### config.mk
export PLATFORM = sky130hd
export DESIGN_NAME = mem_responder
export DESIGN_NICKNAME = d
export VERILOG_FILES = /design/src/rtl/mem_responder_pkg.sv /design/src/rtl/mem_responder_array.sv /design/src/rtl/mem_responder.sv
export SDC_FILE = /design/constraint.sdc
export NUM_CORES = 2
export LEC_CHECK = 0
export ABC_AREA = 1
export BUFFER_PORTS_ARGS = -buffer_cell sky130_fd_sc_hd__buf_2
export CORE_MARGIN = 10
export CORE_UTILIZATION = 55
export DETAILED_ROUTE_END_ITERATION = 10
export PLACE_DENSITY = 0.71
export REMOVE_ABC_BUFFERS = 1
export SETUP_SLACK_MARGIN = 0.5
export SYNTH_ARGS = -nofsm -noshare
export SYNTH_HDL_FRONTEND = slang
export SYNTH_SLANG_ARGS = --single-unit
### constraint.sdc
create_clock -name clk -period 4.49 [get_ports clk]
set_input_delay 0.898 -clock clk [delete_from_list [all_inputs] [get_ports clk]]
set_output_delay 0.898 -clock clk [all_outputs]
set_load 0.03 [all_outputs]
### src/rtl/mem_responder_pkg.sv
// Shared types and widths for the mem_responder memory slave.
package mem_responder_pkg;

  localparam int unsigned WORD_W = 32;
  localparam int unsigned CNT_W  = 4;

  typedef enum logic [1:0] {
    IDLE,
    WAIT,
    RESP
  } state_t;

endpackage

### src/rtl/mem_responder_array.sv
// Word storage for mem_responder: synchronous write, registered read.
// The read register clears to zero so store/error responses carry no data.
module mem_responder_array
  import mem_responder_pkg::*;
#(
  parameter int unsigned DEPTH_WORDS = 64
) (
  input  logic                           clk,
  input  logic                           reset,
  input  logic                           i_we,
  input  logic                           i_re,
  input  logic                           i_clr,
  input  logic [$clog2(DEPTH_WORDS)-1:0] i_idx,
  input  logic [WORD_W-1:0]              i_wdata,
  output logic [WORD_W-1:0]              o_rdata
);

  logic [WORD_W-1:0] r_mem [DEPTH_WORDS];
  logic [WORD_W-1:0] r_rdata;

  // Contents are deliberately left out of reset.
  always_ff @(posedge clk) begin
    if (i_we) begin
      r_mem[i_idx] <= i_wdata;
    end
  end

  always_ff @(posedge clk) begin
    if (!reset) begin
      r_rdata <= '0;
    end else if (i_re) begin
      r_rdata <= r_mem[i_idx];
    end else if (i_clr) begin
      r_rdata <= '0;
    end
  end

  assign o_rdata = r_rdata;

endmodule

### src/rtl/mem_responder.sv
// Wait-stated word memory responder: IDLE/WAIT/RESP handshake FSM in front of
// mem_responder_array. Define MEM_RESPONDER_ERRCHK_EN to reject misaligned or
// out-of-range addresses; otherwise addresses wrap modulo DEPTH_WORDS.
module mem_responder
  import mem_responder_pkg::*;
#(
  parameter int unsigned DEPTH_WORDS = 64,
  parameter int unsigned WAIT_CYCLES = 2
) (
  input  logic              clk,
  input  logic              reset,
  input  logic              req_valid,
  input  logic              req_write,
  input  logic [WORD_W-1:0] req_addr,
  input  logic [WORD_W-1:0] req_wdata,
  output logic              req_ready,
  output logic              rsp_valid,
  input  logic              rsp_ready,
  output logic [WORD_W-1:0] rsp_rdata,
  output logic              rsp_err
);

  localparam int unsigned      AW      = $clog2(DEPTH_WORDS);
  localparam logic [CNT_W-1:0] WAIT_LD = CNT_W'(WAIT_CYCLES);

  state_t              r_state;
  logic [CNT_W-1:0]    r_cnt;
  logic                r_write;
  logic [AW-1:0]       r_idx;
  logic [WORD_W-1:0]   r_wdata;
  logic                r_req_err;
  logic                r_rsp_valid;
  logic                r_rsp_err;

  logic                w_accept;
  logic                w_req_err;
  logic [AW-1:0]       w_req_idx;
  logic                w_enter_resp;
  logic                w_acc_write;
  logic                w_acc_err;
  logic [AW-1:0]       w_acc_idx;
  logic [WORD_W-1:0]   w_acc_wdata;

  assign req_ready = (r_state == IDLE);
  assign w_accept  = req_valid && req_ready;
  assign w_req_idx = req_addr[AW+1:2];

`ifdef MEM_RESPONDER_ERRCHK_EN
  assign w_req_err = (req_addr[1:0] != 2'b00) ||
                     ({2'b00, req_addr[31:2]} >= 32'(DEPTH_WORDS));
`else
  logic w_unused;
  assign w_req_err = 1'b0;
  assign w_unused  = ^{req_addr[WORD_W-1:AW+2], req_addr[1:0]};
`endif

  // With zero wait states the array is accessed on the accept edge itself,
  // so the access takes the live request instead of the latched copy.
  assign w_acc_write  = req_ready ? req_write : r_write;
  assign w_acc_err    = req_ready ? w_req_err : r_req_err;
  assign w_acc_idx    = req_ready ? w_req_idx : r_idx;
  assign w_acc_wdata  = req_ready ? req_wdata : r_wdata;
  assign w_enter_resp = reset &&
                        ((w_accept && (WAIT_CYCLES == 0)) ||
                         ((r_state == WAIT) && (r_cnt == CNT_W'(1))));

  always_ff @(posedge clk) begin
    if (!reset) begin
      r_state     <= IDLE;
      r_cnt       <= '0;
      r_rsp_valid <= 1'b0;
      r_rsp_err   <= 1'b0;
    end else begin
      case (r_state)
        IDLE: begin
          if (w_accept) begin
            r_write   <= req_write;
            r_idx     <= w_req_idx;
            r_wdata   <= req_wdata;
            r_req_err <= w_req_err;
            r_cnt     <= WAIT_LD;
            if (WAIT_CYCLES == 0) begin
              r_state     <= RESP;
              r_rsp_valid <= 1'b1;
              r_rsp_err   <= w_req_err;
            end else begin
              r_state <= WAIT;
            end
          end
        end
        WAIT: begin
          r_cnt <= r_cnt - CNT_W'(1);
          if (r_cnt == CNT_W'(1)) begin
            r_state     <= RESP;
            r_rsp_valid <= 1'b1;
            r_rsp_err   <= r_req_err;
          end
        end
        RESP: begin
          if (rsp_ready) begin
            r_state     <= IDLE;
            r_rsp_valid <= 1'b0;
          end
        end
        default: r_state <= IDLE;
      endcase
    end
  end

  assign rsp_valid = r_rsp_valid;
  assign rsp_err   = r_rsp_err;

  mem_responder_array #(
    .DEPTH_WORDS(DEPTH_WORDS)
  ) u_array (
    .clk    (clk),
    .reset  (reset),
    .i_we   (w_enter_resp && w_acc_write && !w_acc_err),
    .i_re   (w_enter_resp && !w_acc_write && !w_acc_err),
    .i_clr  (w_enter_resp && (w_acc_write || w_acc_err)),
    .i_idx  (w_acc_idx),
    .i_wdata(w_acc_wdata),
    .o_rdata(rsp_rdata)
  );

endmodule
**Word level (Yosys, flattened, before mapping)**

Memories as Yosys holds them, arrays and structs flattened.
Cells that the tools add are included.

- Bits in registers: 78
- Output and inout port bits: 35
- Bits in writable memories: 2,048
- Memories: 1

- Add/subtract/negate cells: 1
- Eq/ne operators: 6
- Reduce and logical (&&, ||, !) cells: 14
- Muxes and demuxes: 16

Memories:

| name | words | width | rd ports | clocked after Yosys merged registers in | write ports | line | source |
|---|---|---|---|---|---|---|---|
| u_array.r_mem | 64 | 32 | 1 | 0 | 1 | mem_responder_array.sv:18 | `logic [WORD_W-1:0] r_mem [DEPTH_WORDS];` |

Operators with widths:

| operator | count |
|---|---|
| $mux 32 | 3 |
| $reduce_and 3->1 | 3 |
| $pmux 4 s2 | 1 |
| $mux 2 | 3 |
| $mux 6 | 1 |
| $pmux 2 s3 | 1 |
| $reduce_bool 2->1 | 3 |
| $logic_and 1x1->1 | 5 |
| $mux 1 | 5 |
| $eq 4x1->1 const B | 1 |
| $mux 4 | 1 |
| $ne 2x1->1 const B | 2 |
| $sub 4x1->4 const B | 1 |
| $eq 2x1->1 const B | 1 |
| $eq 2x2->1 const B | 1 |
| $logic_not 2->1 | 1 |
| $ne 2x2->1 const B | 1 |
| $pmux 1 s2 | 1 |
| $reduce_and 2->1 | 1 |
| $logic_not 1->1 | 1 |

**Longest topological paths before layout**

- Depth in word-level cells: 6
- Mapped depth: 18
- Depth with buffers taken out: 15

**By module**

From an unflattened synthesis, not the netlist that was laid out.

- Cell total of the unflattened synthesis: 8,766
- Area total of the unflattened synthesis: 89,244.3 um^2

By module, submodules not included:

| module | times used | sequential area each (um^2) | area each (um^2) | cells each |
|---|---|---|---|---|
| mem_responder_array | 1 | 62,139.6 | 87,189.9 | 8,544 |
| mem_responder | 1 | 1,311.3 | 2,054.5 | 222 |

**Worst setup path after synthesis**

OpenSTA, ideal clock, no wires.

- Kind: input -> register
- Start point: input req_addr[5]
- End point: memory u_array.r_mem[0][0] (enable)
- Arrival: 3.560 ns
- Library setup time: 0.421 ns
- Cell stages on the path: 7
- Slack: 0.509 ns
- Cell sequence: or2_2 o21ai_1 inv_1 nor3_2 clkbuf_1 inv_1 nor2_1

- Word-level cells in the longest chain between the ends: 1

Ends and longest elaborated chain:

| what | line | source |
|---|---|---|
| start: declaration | mem_responder.sv:14 | `input logic [WORD_W-1:0] req_addr,` |
| $mux 6 | mem_responder.sv:61 | `assign w_acc_idx = req_ready ? w_req_idx : r_idx;` |
| end: declaration | mem_responder_array.sv:18 |  |

No other way between the ends.

**Final worst setup path**

- Start point: register r_state[1]
- End point: memory u_array.r_mem[50][8] (enable)

- Word-level cells in the longest chain between the ends: 6

Ends and longest elaborated chain:

| what | line | source |
|---|---|---|
| start: declaration | mem_responder.sv:26 | `state_t r_state;` |
| start signal: assignment | mem_responder.sv:69 | `r_state <= IDLE;` |
| start signal: assignment | mem_responder.sv:83 | `r_state <= RESP;` |
| start signal: assignment | mem_responder.sv:87 | `r_state <= WAIT;` |
| $eq 2x1->1 | mem_responder.sv:65 | `((r_state == WAIT) && (r_cnt == CNT_W'(1))));` |
| $logic_and 1x1->1 | mem_responder.sv:65 |  |
| $logic_and 1x1->1 | mem_responder.sv:63 | `assign w_enter_resp = reset &&` |
| $logic_and 1x1->1 | - |  |
| $mux 1 | mem_responder_array.sv:23 | `if (i_we) begin` |
| $mux 1 (implied by the code) | mem_responder_array.sv:24 | `r_mem[i_idx] <= i_wdata;` |

Parallel ways exist; a longest one is shown, timed or not.

==> key figures <==
Route
  – DR vias: 59510
  – First-pass DRT Iterations: 6
  – Routed wl met3: 25.23 mm
  – Final wirelength: 246.7 mm
  – Initial DRC Count: roughly 7700
  – Antenna Nets Post-Route: 0
  – DR top layer: met5
  – Vias/cell: around 5.6
  – Metal2 WL: 113.7 mm
  – Drt wl/cell: 23.29 um
  – Met1 WL: 91.44 mm
  – Drt drc: 0

CTS
  – TritonCTS Sinks: 2126
  – Hold_buf cts: 0
  – Reg clk slew, reported paths: around 0.06 ns
  – Clk_lat worst skew: 0.85 ns
  – Root buffer cell: clkbuf_16
  – Number of CTS-inserted buffers: 205
  – Maximum buffer depth of the clock tree: 3
  – CTS tree: built
  – H-tree levels: 4

Global routing
  – GRT Total Usage: 27.62%
  – Antenna violations before repair: 10
  – First-pass GRT wire length: 359.9 mm
  – Vias in the first global route: 56100
  – Pin count of the biggest net entering global routing: 104
  – GRT Residual Overflow: 0

Placement
  – PortBufs: 76
  – Final HPWL DP: 142.9 mm
  – RePlAce Congestion: 0.8966
  – Placed inst area: 0.09288 mm^2
  – Dpl ws: 0.5705 ns

Logic synthesis
  – Yosys warning count: 0
  – Post-synthesis xor/xnor area fraction: 0%
  – Largest family of logic cells by synthesized area: simple AND/OR/NAND/NOR gates
  – Top cells by area, synth: edfxtp_1 71%, nand2_1 15%, inv_1 3.3%, nand3_1 3.2%, nor2_1 1.5%
  – Top_reg_cell synth: edfxtp_1
  – Post-Syn Area: 0.08807 mm^2
  – Asr flop ratio synth: 0%
  – Syn Inst Count: 8180
  – Register bit total from synthesis: ~2100
  – Multiplexer area fraction after synthesis: 0%
  – Mapped Avg Cell Area: 10.77 um^2
  – Fraction of the mapped netlist area in simple logic gates: between 20% and 30%
  – Cell variety after synth: 29
  – Post-Synth Adder-Cell Area: 0.02841%
  – Register area share after synthesis: 72.04%
  – Number of synthesized flops with an enable pin: about 2100
  – Cell accounting for the most synthesized area: edfxtp_1
  – Post-synth top cells: 3493 x nand2_1, 2087 x edfxtp_1, 774 x inv_1
  – Compound-Gate Fraction of Synth Area: 1.683%
  – Most common cell in the synthesized netlist: nand2_1
  – Top-area cell type share of the netlist area: between 70% and 80%

Setup path
  – CP Max Fanout: 32
  – Critical path class: flop to flop
  – Crit path DAT: roughly 4.4 ns
  – CP most frequent cell: nand2_1
  – Setup crit start kind: flop
  – Critical path, cell by cell: inv_2, nand2_1, buf_4, nand2_1, nand2_1, nand2_1, nor2_2, clkinvlp_4, buf_4, nor2_4, buf_4
  – Crit path required time: just under 5 ns
  – Worst path slowest cell: nor2_2
  – Critical path endpoint category: flop
  – Max incr delay on CP: 0.53 ns

Power
  – PwrDens: 450.3 mW/mm^2
  – VDD IR max: 0.3739 mV
  – Overall Power: between 40 and 50 mW
  – P_leak: approximately 40 nW

Final layout
  – Fillers: 11750
  – Synth-to-layout area growth: 12.88%
  – Cell area after layout: about 0.099 mm^2
  – Multi-input logic area: 0.02051 mm^2
  – Reg area: 0.06345 mm^2
  – Share of cells above drive strength 1: 9.060%
  – NumNets Final: between 8000 and 9000

Run status
  – Status: finished clean

Timing
  – Clock Skew: 0.03122 ns
  – Fin. max-slew vios: 0
  – Setup ws final: approximately 0.6 ns
  – Max Freq: 0.2578 GHz
  – Final setup viols: 0
  – Setup repair after global routing missed its margin: no
  – Worst Max-Slew Pin Slew: roughly 1.4 ns
  – Relative slew margins: 5.749%
  – Worst-case hold slack: 0.2409 ns
  – Tcrit/Tclk final: 86.38%
  – Setup TNS: 0 ns
  – Final hold vios: 0
  – Minimum clock period: 3.878 ns

Floorplanning
  – Core Region: 0.1587 mm^2
  – Width of the die: 420.2 um
  – Die Y: between 400 and 500 um
  – IO Count: 104
  – Starting Density: 55.48%
  – FP Rows: 146
  – Die Area: around 0.18 mm^2

Run
  – Max-cap violations: 0

Hold path
  – Hold WC Path Type: input pin to flop
==> kinds of logic after synthesis <==
kind of cell | count (synthesis)
adders and majority gates | 2
AOI/OAI and AO/OA | 294
DFF | 2126
and+or+nand+nor | 4571
other | 1
buffers and inverters | 1186
==> critical path: cells and delay by family, from the launching register on <==
family	cells	cell delay (ns)
buffers and inverters	5	1.21
DFF	1	0.48
and+or+nand+nor	6	1.75
==> stage by stage <==
step,util (%),cells
2_1_floorplan,-,7774
5_1_grt,62.62,10590
6_report,62.63,10590
3_5_place_dp,58.51,10210
3_3_place_gp,58.51,10210
4_1_cts,62.61,10590
==> routing by layer <==
metal	GRT usage, %	up-vias
li1	-	27220
met1	36.20	28400
met2	43.16	3273
met3	5.019	609
met4	16.58	2
met5	0	-
==> sequential cells by signal (all words and copies together), names as in the netlist <==
signal and count:
u_array.r_mem 2048, r_wdata 32, u_array.o_rdata 32, r_idx 6, r_cnt 4, r_state 2, r_write 1, rsp_valid 1
==> final cells by class <==
| cell class | count | share of cell area (%) |
|---|---|---|
| inverters | 780 | 2.949 |
| diodes | 1 | 0.002517 |
| multi-input cells | 4868 | 20.63 |
| well taps | 2072 | 2.608 |
| clock buffers | 278 | 5.601 |
| clock inverters | 102 | 0.9502 |
| repair buffers | 367 | 3.436 |
| flip-flops and latches | 2126 | 63.82 |
==> cell usage in the layout, fill, tap and decap left out, drive strengths merged, types with 74 or more instances in the layout <==
cell type  netlist  layout
clkinv           0      76
nor2           346     346
inv            780     790
nand3          571     571
buf            272     367
nand2         3495    3495
a21oi           74      74
edfxtp        2087    2087
nand4          127     127
o21ai          218     218
clkbuf         134     278
==> what timing repair did <==
| action | in CTS | in global routing |
|---|---|---|
| setup endpoints to repair | 0 | 129 |
| gates resized for setup | 0 | 2 |
| hold endpoints to repair | 0 | 0 |
| setup buffers | 0 | 2 |
==> power by group <==
group	internal [mW]	switching [mW]
Combinational	1.34	4.32
Sequential	22.3	0.0136
Clock	9.54	7.26
Total	33.2	11.6
==> final timing paths <==
| check | start | end | slack (ns) | cells after the start |
|---|---|---|---|---|
| worst max register to register | r_state[1]$_SDFFE_PN0P_ | u_array.r_mem[50][8]$_DFFE_PP_ | 0.61 | 11 |
| worst min-delay path | req_wdata[29] | r_wdata[29]$_DFFE_PP_ | 0.24 | 1 |
| worst min register to register | u_array.o_rdata[20]$_SDFFE_PN0P_ | u_array.o_rdata[20]$_SDFFE_PN0P_ | 0.46 | 2 |
| worst max-delay path | r_state[1]$_SDFFE_PN0P_ | u_array.r_mem[50][8]$_DFFE_PP_ | 0.61 | 11 |
(Power assumes the default switching activity.)
